`src/rtl/tappy_pkg.sv`:
```
// Shared definitions for the tappy clock/data link, used by both the transmitter and the receiver.
// Frame on the wire: start bit, 8 data bits LSB first, odd parity bit, stop bit.
package tappy_pkg;

    localparam int FRAME_BITS = 11;
    localparam int START      = 0;
    localparam int DATA0      = 1;
    localparam int PARITY     = 9;
    localparam int STOP       = 10;

    typedef enum logic [1:0] {IDLE, SHIFT, GAP} state_t;

    function automatic logic odd_parity(input logic [7:0] b);
        return ~^b;
    endfunction

    function automatic logic [FRAME_BITS-1:0] make_frame(input logic [7:0] b);
        logic [FRAME_BITS-1:0] f;
        f              = '0;
        f[START]       = 1'b0;
        f[DATA0 +: 8]  = b;
        f[PARITY]      = odd_parity(b);
        f[STOP]        = 1'b1;
        return f;
    endfunction

endpackage

```
`src/rtl/tappy_clkgen.sv`:
```
// Link clock generator: half-period counter that toggles the clk level and pulses tick every HALF_PERIOD enabled cycles.
// Restart (on accept) forces the level high and the counter to zero so every frame starts on a full high half.
module tappy_clkgen #(
    parameter int HALF_PERIOD = 4
) (
    input  logic sysclk,
    input  logic rst_n,
    input  logic en,
    input  logic restart,
    output logic tick,
    output logic level
);

    localparam int CW = (HALF_PERIOD > 1) ? $clog2(HALF_PERIOD) : 1;
    localparam logic [CW-1:0] LAST = CW'(HALF_PERIOD - 1);

    logic [CW-1:0] cnt;

    assign tick = en && (cnt == LAST);

    always_ff @(posedge sysclk or negedge rst_n) begin
        if (!rst_n) begin
            cnt   <= '0;
            level <= 1'b1;
        end else if (restart) begin
            cnt   <= '0;
            level <= 1'b1;
        end else if (tick) begin
            cnt   <= '0;
            level <= ~level;
        end else if (en) begin
            cnt <= cnt + CW'(1);
        end
    end

endmodule

```
`src/rtl/tappy_tx.sv`:
```
// Tappy link transmitter: one byte per valid/ready accept, sent as an 11-bit frame on clk/dat, start bit visible the cycle after accept.
// ready stays low for 22*HALF_PERIOD + IDLE_GAP*2*HALF_PERIOD cycles; valid while ready is low is ignored.
module tappy_tx
    import tappy_pkg::*;
#(
    parameter int HALF_PERIOD = 4,
    parameter int IDLE_GAP    = 2
) (
    input  logic       sysclk,
    input  logic       rst_n,
    input  logic [7:0] word,
    input  logic       valid,
    output logic       ready,
    output logic       clk,
    output logic       dat,
    output logic       busy
);

    localparam int GAP_CYC = IDLE_GAP * 2 * HALF_PERIOD;
    localparam int GW      = (GAP_CYC > 1) ? $clog2(GAP_CYC) : 1;
    localparam logic [GW-1:0] GAP_LAST = GW'((GAP_CYC > 0) ? GAP_CYC - 1 : 0);
    localparam logic [3:0]    LAST_BIT = 4'(STOP);

    generate
        if (HALF_PERIOD < 2) begin : g_bad_half_period
            $error("tappy_tx: HALF_PERIOD must be at least 2");
        end
        if (IDLE_GAP < 0) begin : g_bad_idle_gap
            $error("tappy_tx: IDLE_GAP must not be negative");
        end
    endgenerate

    state_t                state;
    logic [FRAME_BITS-1:0] frame;
    logic [3:0]            idx;
    logic [GW-1:0]         gap_cnt;
    logic                  accept;
    logic                  tick;
    logic                  bit_end;

    assign accept  = (state == IDLE) && valid && ready;
    // A bit ends when the low half expires; the clkgen raises clk on that same edge.
    assign bit_end = tick && !clk;

    tappy_clkgen #(
        .HALF_PERIOD(HALF_PERIOD)
    ) u_clkgen (
        .sysclk (sysclk),
        .rst_n  (rst_n),
        .en     (state == SHIFT),
        .restart(accept),
        .tick   (tick),
        .level  (clk)
    );

    always_ff @(posedge sysclk or negedge rst_n) begin
        if (!rst_n) begin
            state   <= IDLE;
            frame   <= '1;
            idx     <= '0;
            gap_cnt <= '0;
            dat     <= 1'b1;
            ready   <= 1'b1;
            busy    <= 1'b0;
        end else begin
            case (state)
                IDLE: begin
                    if (accept) begin
                        frame <= make_frame(word);
                        idx   <= '0;
                        dat   <= 1'b0;
                        ready <= 1'b0;
                        busy  <= 1'b1;
                        state <= SHIFT;
                    end
                end
                SHIFT: begin
                    if (bit_end) begin
                        if (idx == LAST_BIT) begin
                            dat     <= 1'b1;
                            gap_cnt <= '0;
                            if (GAP_CYC == 0) begin
                                ready <= 1'b1;
                                busy  <= 1'b0;
                                state <= IDLE;
                            end else begin
                                state <= GAP;
                            end
                        end else begin
                            idx <= idx + 4'd1;
                            dat <= frame[idx + 4'd1];
                        end
                    end
                end
                GAP: begin
                    // Release ready one cycle early so a held valid is taken on the first IDLE cycle.
                    if (gap_cnt == GAP_LAST) begin
                        ready <= 1'b1;
                        busy  <= 1'b0;
                        state <= IDLE;
                    end else begin
                        gap_cnt <= gap_cnt + GW'(1);
                    end
                end
                default: begin
                    dat   <= 1'b1;
                    ready <= 1'b1;
                    busy  <= 1'b0;
                    state <= IDLE;
                end
            endcase
        end
    end

endmodule

```
`config.mk`:
```
export PLATFORM = sky130hd
export DESIGN_NAME = tappy_tx
export DESIGN_NICKNAME = d
export VERILOG_FILES = /design/src/rtl/tappy_pkg.sv /design/src/rtl/tappy_clkgen.sv /design/src/rtl/tappy_tx.sv
export SDC_FILE = /design/constraint.sdc
export NUM_CORES = 1
export LEC_CHECK = 0
export CAP_MARGIN = 20
export CORE_ASPECT_RATIO = 0.9
export CORE_MARGIN = 2
export CORE_UTILIZATION = 40
export CTS_CLUSTER_DIAMETER = 200
export DETAILED_ROUTE_END_ITERATION = 12
export PLACE_DENSITY = 0.68
export SLEW_MARGIN = 30
export SYNTH_ARGS = -nofsm -noshare
export SYNTH_HDL_FRONTEND = slang
export SYNTH_SLANG_ARGS = --single-unit
```
`constraint.sdc`:
```
create_clock -name sysclk -period 4.9 [get_ports sysclk]
set_input_delay 0.735 -clock sysclk [delete_from_list [all_inputs] [get_ports sysclk]]
set_output_delay 0.735 -clock sysclk [all_outputs]
set_load 0.05 [all_outputs]
```
==> results of run 1 <==
flip-flops by register name, indices dropped and copies added (netlist names):
name,flops
ready,1
busy,1
gap_cnt,4
frame,10
state,2
u_clkgen.cnt,2
u_clkgen.level,1
idx,4
dat,1
cell type report:
type	count	area, sq um	area share
Sequential cell	26	666.9	0.4278
Clock buffer	4	45.04	0.02889
Inverter	5	18.77	0.01204
Timing Repair Buffer	14	135.1	0.08668
Tap cell	42	52.55	0.03371
Multi-Input combinational cell	100	640.6	0.4109
cells by family (layout without fill, tap and decap cells):
family | Yosys count | in the layout | share of synthesized area
adder cells (fa/ha/maj) | 4 | 4 | 0.03738
AND/OR/NAND/NOR | 57 | 57 | 0.2037
flip-flops | 26 | 26 | 0.4981
multiplexers | 4 | 4 | 0.04953
buffers and inverters | 8 | 23 | 0.02336
AO/OA/AOI/OAI | 24 | 24 | 0.1159
XOR/XNOR | 11 | 11 | 0.07197
through the flow:
| stage | hold slack [ns] | util | std cells | cell area (sq um) | setup slack [ns] |
|---|---|---|---|---|---|
| global placement | 0.4471 | 0.4877 | 187 | 1519 | 2.790 |
| CTS | 0.4629 | 0.5006 | 191 | 1559 | 2.518 |
| global route | 0.4864 | 0.5006 | 191 | 1559 | 2.496 |
| floorplan | 0.4370 | - | 134 | 1339 | 3.139 |
| detailed placement | 0.4525 | 0.4861 | 187 | 1514 | 2.724 |
| finish | 0.4513 | 0.5006 | 191 | 1559 | 2.531 |
path summary, 6_finish.rpt:
path | cells past startpoint | slack [ns] | start | endpoint
worst max-delay path | 1 | 2.53 | u_clkgen.level | clk
worst min-delay path | 1 | 0.45 | rst_n | gap_cnt[0]
worst max register to register | 7 | 2.89 | idx[0] | gap_cnt[3]
worst min register to register | 2 | 0.47 | frame[4] | frame[4]
max in group asynchronous | 1 | 4.06 | rst_n | frame[0]
min in group sysclk | 2 | 0.47 | frame[4] | frame[4]
power by group:
part | switching [W] | leakage (nW) | internal (W) | total [W]
Combinational | 0.0000109 | 0.346 | 0.0000127 | 0.0000236
Sequential | 0 | 0.296 | 0.000215 | 0.000215
Clock | 0.0000636 | 0.0228 | 0.0000582 | 0.000122
metal layers:
metal	GRT usage	vias to the layer above	wire, microns
li1	-	481	-
met1	0.2069	426	1208
met2	0.2386	8	1170
met3	0.03442	5	47
met4	0.06383	0	43
met5	0	-	0
placed cells by master (no fill, tap or decap), types with 2 or more instances in the layout:
master and count:
or3_1 2, dfstp_2 13, xor2_1 3, nor2b_1 3
o21ai_0 13, dfrtp_1 13, nand3b_1 2, nand2_1 33
nor2_1 4, nand3_1 5, clkdlybuf4s50_1 13, o21ai_1 2
mux4_2 2, inv_1 4, nand2b_1 2, a21oi_1 4
ha_1 4, clkbuf_8 3, xnor2_1 8
==> summary.txt, run 1 <==
Power and ir drop
  • Worst VDD drop: approximately 0.00019 V
  • Pleak: roughly 0.66 nW
  • Overall Power: approximately 0.00036 W
  • Pwr per Cell Area: 231.2 nW/um^2

Clocking
  • Root Buffer: clkbuf_8
  • Worst-Skew Late Latency: between 0.2 and 0.3 ns
  • H-tree depth: 1
  • Clock tree sinks: 26
  • CTS tree: yes
  • Clock-pin slew of the registers on the worst-case setup and hold paths: roughly 0.08 ns
  • Hold Buf Count CTS: 0
  • Post-CTS setup buffer count: 0
  • CTS Buf Count: 3
  • Resized cells post-CTS: 0
  • Clk buf depth: 2

STA
  • RSZ-0062 raised after global routing: no
  • Slew Limit Fails: 0
  • Worst slew margin: 0.5657
  • Achievable Freq: 422.2 MHz
  • Fin. Hold Viols: 0
  • Final cycle utilization of the critical path: 0.4834
  • Setup-failing EPs final: 0
  • Skew final: 0.002603 ns
  • Worst-Margin Slew: around 0.65 ns
  • Crit path time final: 2.369 ns
  • Setup TNS: 0 ns

Routing
  • Via density: about 4.8
  • Antenna viol nets, final: 0
  • DRC errors left: 0
  • Routed wire per std cell: between 10 and 15 microns
  • Wirelength, routed: 2.470 mm
  • Starting DRT DRC Count: slightly above 50
  • TritonRoute pass-1 iters: 4
  • Vias post-DR: 920

Finish
  • Number of fill cells: slightly below 300
  • ANT cells: 0
  • Final nets: 165
  • Synthesis-to-layout area growth: 16.45%
  • Fraction of layout cells with a size suffix above 1: 0.1879

Setup path
  • Crit path buffers/inverters: 1
  • Data required, critical path: 4.16 ns
  • CP Cell Sequence: clkdlybuf4s50_1
  • Kind of critical path: reg2out
  • Endpoint class of the critical path: primary output
  • CP delay by family, top: buffers and inverters
  • Crit-path slowest cell: clkdlybuf4s50_1
  • CP max stage delay: approximately 0.8 ns
  • Setup crit start kind: flop
  • CP arrival: around 1.6 ns
  • Worst Path Max Fanout: 3

Floorplanning
  • Row count: 19
  • Core area: 3114 sq um
  • Die Span Y: 58.89 microns
  • Area of the die: 3826 sq um
  • Top Ports: 15
  • Width of the die: between 60 and 70 microns
  • Initial Utilization: 0.4299

Synth
  • Register area share after synthesis: 0.4981
  • Yosys cell types: 33
  • Post-Syn Area: approximately 1300 sq um
  • Synth Register Bits: 26
  • Syn nets: approximately 150
  • Synth async-reset ratio: 1.000
  • Number of synthesis warnings: 0
  • Cells after Synth: 134
  • Synth area leader: dfstp_2
  • Synth top area cells: dfstp_2 26%, dfrtp_1 24%, nand2_1 9.3%
  • Post-synth top area share: 0.2551
  • Syn_area_per_cell: 9.991 sq um
  • EDFF count, synth: 0
  • Synth top cells by count: 33 x nand2_1, 13 x dfrtp_1, 13 x dfstp_2, 13 x o21ai_0, 8 x xnor2_1
  • Top FF cell, synth: dfstp_2
  • Most common cell in the netlist: nand2_1

Global route
  • Total GRT Usage: 0.1527
  • Initial antenna violation count: 0
  • Largest net degree at the start of global routing: 27
  • Total grt overflow: 0
  • First-pass GRT wire length: between 4 and 5 mm
  • Number of global-route vias before repair: between 900 and 1,000

Worst hold path
  • Worst hold path class: in2async

Place
  • Port Buf Inserts: 14
  • Detailed Place HPWL: between 1.5 and 2 mm
  • Routability cong.: roughly 0.8

Outcome
  • Status: completed

Job
  • Maxcap violations: 0
Power figures use the tool's default switching activity.
==> inputs of run 2 (changes only) <==
Clock period 4.9 ns to 2.2 ns, I/O delays scaled along.
==> summary.txt, run 2 (synthesis results as in run 1) <==
Clocking
  • Clock-pin slew of the registers on the worst-case setup and hold paths: 0.09 ns (was 0.08 ns)
  • Hold Buf Count CTS: 0 (unchanged)
  • Clock tree sinks: 26 (unchanged)
  • Worst-Skew Late Latency: 0.27 ns (about the same)
  • Clk buf depth: 2 (unchanged)
  • Post-CTS setup buffer count: 0 (unchanged)
  • CTS Buf Count: 3 (unchanged)
  • H-tree depth: 1 (unchanged)
  • CTS tree: yes (unchanged)
  • Resized cells post-CTS: 0 (unchanged)
  • Root Buffer: clkbuf_8 (unchanged)

STA
  • Setup-failing EPs final: 0 (unchanged)
  • Crit path time final: slightly below 2 ns
  • Achievable Freq: ~500 MHz
  • Final cycle utilization of the critical path: 0.8898
  • RSZ-0062 raised after global routing: no (unchanged)
  • Setup TNS: 0 ns (unchanged)
  • Worst-Margin Slew: 0.4961 ns (was 0.6491 ns)
  • Worst slew margin: 0.6682 (was 0.5657)
  • Slew Limit Fails: 0 (unchanged)
  • Fin. Hold Viols: 0 (unchanged)
  • Skew final: 0.004702 ns (was 0.002603 ns)

Finish
  • ANT cells: 0 (unchanged)
  • Largest registers: frame (10), gap_cnt (4), idx (4) (unchanged)
  • Synthesis-to-layout area growth: 17.94% (was 16.45%)
  • Final nets: 167 (was 165)
  • Number of fill cells: 279 (was 295)
  • Design Area, Final: 1579 sq um (was 1559 sq um)
  • Max reg flops: 10 (unchanged)
  • Most common cell after layout, fill and taps aside: nand2_1 (unchanged)
  • Commonest cells after routing, fill and taps aside: 33 x nand2_1, 14 x clkdlybuf4s50_1, 13 x o21ai_0, 13 x dfrtp_1, 13 x dfstp_2 (was 33 x nand2_1, 13 x o21ai_0, 13 x dfrtp_1, 13 x dfstp_2, 13 x clkdlybuf4s50_1)
  • Fraction of layout cells with a size suffix above 1: 0.1921 (was 0.1879)
  • Largest register by flop count: frame (unchanged)

Global route
  • Largest net degree at the start of global routing: 27 (unchanged)
  • Total grt overflow: 0 (unchanged)
  • Number of global-route vias before repair: 987 (was 920)
  • Total GRT Usage: 0.1505 (was 0.1527)
  • First-pass GRT wire length: 4.347 mm (was 4.319 mm)
  • Initial antenna violation count: 0 (unchanged)

Setup path
  • Crit path buffers/inverters: 1 (unchanged)
  • Endpoint class of the critical path: primary output (unchanged)
  • CP Cell Sequence: clkdlybuf4s50_1 (unchanged)
  • Kind of critical path: reg2out (unchanged)
  • CP delay by family, top: buffers and inverters (unchanged)
  • Data required, critical path: 1.87 ns (was 4.16 ns)
  • Crit-path slowest cell: clkdlybuf4s50_1 (unchanged)
  • CP max stage delay: 0.80 ns (about the same)
  • CP arrival: 1.63 ns (about the same)
  • Setup crit start kind: flop (unchanged)
  • Worst Path Max Fanout: 3 (unchanged)

Floorplanning
  • Row count: 19 (unchanged)
  • Area of the die: 3826 sq um (unchanged)
  • Core area: 3114 sq um (unchanged)
  • Die Span Y: 58.89 microns (unchanged)
  • Top Ports: 15 (unchanged)
  • Width of the die: 64.98 microns (unchanged)
  • Initial Utilization: 0.4299 (unchanged)

Routing
  • Wire length on met2: 1.176 mm (was 1.170 mm)
  • Antenna viol nets, final: 0 (unchanged)
  • Vias post-DR: 974 (was 920)
  • Met3 wire length: 36 microns (was 47 microns)
  • Routed wire per std cell: 12.77 microns (was 12.93 microns)
  • Starting DRT DRC Count: 32 (was 51)
  • Met1 wire length: 1.200 mm (was 1.208 mm)
  • DR top layer: met4 (unchanged)
  • DRC errors left: 0 (unchanged)
  • Wirelength, routed: 2.465 mm (was 2.470 mm)
  • TritonRoute pass-1 iters: 4 (unchanged)
  • Via density: 5.047 (was 4.817)

Place
  • Detailed Place HPWL: 1.867 mm (was 1.870 mm)
  • Port Buf Inserts: 14 (unchanged)
  • Placed inst area: 1534 sq um (was 1514 sq um)
  • Routability cong.: 0.8442 (was 0.7885)

Power and ir drop
  • Sw Pwr: 0.0001687 W (was 0.00007449 W)
  • Cell internal pwr: 0.0006389 W (was 0.0002859 W)
  • Logic pwr share: 0.066 (about the same)
  • Sequential share of power: 0.593 (was 0.596)
  • Worst VDD drop: 0.0002395 V (was 0.0001855 V)
  • Pleak: 0.6752 nW (was 0.6650 nW)
  • Switch share: 0.2089 (was 0.2067)
  • Clock network power share: 0.341 (was 0.338)
  • Pwr per Cell Area: 511.5 nW/um^2 (was 231.2 nW/um^2)

Job
  • Maxcap violations: 0 (unchanged)

Worst hold path
  • Worst hold path class: in2async (unchanged)

Outcome
  • Status: completed (unchanged)
run 2: changes by cell type in the layout (fill, tap and decap cells not counted):
| cell | change |
|---|---|
| clkdlybuf4s50_1 | +1 |
| buf_2 | -1 |
| buf_4 | +2 |
run 2: through the flow:
stage	instances	hold WS (ns)	power (W)	util	setup slack, ns
global placement	189	0.4512	0.0005405	0.4926	0.3971
floorplan	134	0.03441	0.0005078	-	0.4387
finish	193	0.4100	0.0008076	0.5070	0.2425
global route	193	0.4584	0.0008471	0.5070	0.06926
detailed placement	189	0.4540	0.0005417	0.4926	0.3044
CTS	193	0.4207	0.0008198	0.5070	0.2296
run 2: final cells by class:
class	instances	area [sq um]	share of cell area
clock buffers	4	45.04	0.02853
inverters	5	18.77	0.01189
multi-input cells	100	640.6	0.4057
flip-flops and latches	26	666.9	0.4223
well taps	42	52.55	0.03328
repair buffers	16	155.1	0.09826
run 2: layer usage:
layer,vias up,global-route usage
li1,483,-
met1,478,0.2002
met2,9,0.2430
met3,4,0.02294
met4,0,0.07295
met5,-,0
run 2: path summary, 6_finish.rpt:
kind                       slack, ns    endpoint            from  cells after the start
setup / recovery                0.24         clk  u_clkgen.level                      1
hold / removal                  0.41  gap_cnt[0]           rst_n                      2
setup reg to reg                0.29  gap_cnt[3]          idx[0]                      7
hold reg to reg                 0.47    frame[7]        frame[7]                      2
max in group asynchronous       1.49    frame[3]           rst_n                      2
min in group sysclk             0.47    frame[7]        frame[7]                      2
run 2: power groups by stage:
stage | sequential (W) | combinational [W] | clock [W]
5_1_grt | 0.000479 | 0.0000589 | 0.000309
3_5_place_dp | 0.000487 | 0.0000545 | 0
6_report | 0.000479 | 0.0000537 | 0.000275
2_1_floorplan | 0.000487 | 0.0000204 | 0
4_1_cts | 0.000479 | 0.0000549 | 0.000286
3_3_place_gp | 0.000487 | 0.0000533 | 0
==> RTL change, RTL diff (flow settings as in run 1) <==
`HALF_PERIOD` is set to 4 in 2 places; all go to 8.
--- a/src/rtl/tappy_clkgen.sv
+++ b/src/rtl/tappy_clkgen.sv
@@ -1,7 +1,7 @@
 // Link clock generator: half-period counter that toggles the clk level and pulses tick every HALF_PERIOD enabled cycles.
 // Restart (on accept) forces the level high and the counter to zero so every frame starts on a full high half.
 module tappy_clkgen #(
-    parameter int HALF_PERIOD = 4
+    parameter int HALF_PERIOD = 8
 ) (
     input  logic sysclk,
     input  logic rst_n,
--- a/src/rtl/tappy_tx.sv
+++ b/src/rtl/tappy_tx.sv
@@ -3,7 +3,7 @@
 module tappy_tx
     import tappy_pkg::*;
 #(
-    parameter int HALF_PERIOD = 4,
+    parameter int HALF_PERIOD = 8,
     parameter int IDLE_GAP    = 2
 ) (
     input  logic       sysclk,
Check against the original RTL: not equivalent (Yosys sat finds a counterexample within 10 cycles, from zero or initial values and one cycle with rst_n low).
==> RTL change against run 1 <==
Hold slack better by 0.012 ns; global-route usage down 0.13 points; sequential cell count up 2; worst setup slack worse by 0.0097 ns; cell area up 13%; routed wire length up 15%; cell count up 12%; synthesized area up 13%; total power up 11%; count of clock-buffer cells in the layout unchanged.
==> RTL change: results (changes against run 1) <==
{| class="wikitable"
! Metric !! Value
|-
| Result of the run || finished, final reports clean
|-
| Post-Synthesis Mean Instance Area || 9.90 sq um (-0.96%)
|-
| Synthesized Nets || 170 (+14%)
|-
| Post-place setup slack || 2.72 ns (-0.00342 ns)
|-
| Final hold slack || 0.464 ns (+0.0124 ns)
|-
| Largest net degree at the start of global routing || 29 (+7.4%)
|-
| Placed cell count || 209 (+12%)
|-
| Total Wirelength || 2850 um (+15%)
|-
| Vias per Instance || 5.16 (+7.1%)
|-
| First-pass GRT wire length || 5060 um (+17%)
|-
| Max-Slew Margin vs Limit || 67.3% (+11 points)
|-
| Total power per unit cell area || 228 mW/mm^2 (-1.6%)
|-
| Clock-pin slew of the registers on the worst-case setup and hold paths || 0.10 ns (+0.02 ns)
|-
| Placed Instance Area || 0.00170 sq mm (+12%)
|-
| Weighted congestion reported at the end of routability-driven placement || 0.732 (-7.1%)
|-
| Hold Crit Class || register to register
|-
| Net total in the final layout || 185 (+12%)
|-
| Library cells used by synthesis || 37 (+12%)
|-
| Maximum VDD drop || 0.111 mV (-40%)
|-
| Slack of the worst reg-to-reg path || 2.82 ns (-0.07 ns)
|-
| DR vias || 1099 (+19%)
|-
| Register area share after synthesis || 47.4% (-2.5 points)
|-
| Leak || 0.789 nW (+19%)
|-
| Share of layout cells above drive strength 1 || 16.8% (-2.0 points)
|-
| Main area contributors after synthesis || sky130_fd_sc_hd__dfrtp_1 (25%), sky130_fd_sc_hd__dfstp_2 (23%), sky130_fd_sc_hd__nand2_1 (6.9%)
|-
| Clock skew after layout || 0.00917 ns (+0.00657 ns)
|-
| Biggest regs || frame x10, gap_cnt x5, idx x4
|-
| HPWL after detailed placement || 2090 um (+12%)
|-
| Critical-path maximum fanout || 5 (+2)
|}
RTL change: changes by cell type after synthesis, sizes merged, moves of 3 or more:
cell	change
inv	+4
o21ai	-4
nand2	-5
a21oi	+3
nor2b	+3
nand4	+3
RTL change: area by class of cell:
cell class / count / area share [%]
multi-input combinational: 111 / 42.4
sequential: 28 / 40.9
timing repair buffer: 15 / 8.42
tap: 46 / 3.28
clock buffer: 4 / 3.14
inverter: 9 / 1.93
RTL change: report_power, final:
| part | leakage, nW | internal, mW | switching [mW] |
|---|---|---|---|
| Combinational | 0.426 | 0.0137 | 0.0111 |
| Clock | 0.0288 | 0.0719 | 0.0708 |
| Sequential | 0.334 | 0.232 | 0 |
RTL change: path summary, 6_finish.rpt:
check,from,endpoint,depth (start not counted)
setup reg to reg,gap_cnt[0],gap_cnt[3],7
hold / removal,frame[6],frame[6],2
setup / recovery,ready,ready,1
hold reg to reg,frame[6],frame[6],2
min in group asynchronous,rst_n,idx[2],2
max in group asynchronous,rst_n,ready,2
RTL change: kinds of logic (layout without fill, tap and decap cells):
| group | count (synthesis) | after routing | share of synthesized area [%] |
|---|---|---|---|
| AO/OA/AOI/OAI | 28 | 28 | 12.1 |
| XOR/XNOR | 9 | 9 | 5.70 |
| adder cells (fa/ha/maj) | 6 | 6 | 4.96 |
| buffers and inverters | 14 | 28 | 3.55 |
| flip-flops | 28 | 28 | 47.4 |
| multiplexers | 5 | 5 | 4.30 |
| AND/OR/NAND/NOR | 63 | 63 | 22.0 |
RTL change: metal layers:
| layer | vias to the layer above | routed length, um | GRT usage (%) |
|---|---|---|---|
| met4 | 0 | 28 | 4.41 |
| met3 | 2 | 39 | 2.17 |
| met2 | 6 | 1380 | 24.5 |
| met1 | 538 | 1400 | 20.8 |
| met5 | - | 0 | 0 |
| li1 | 553 | - | - |
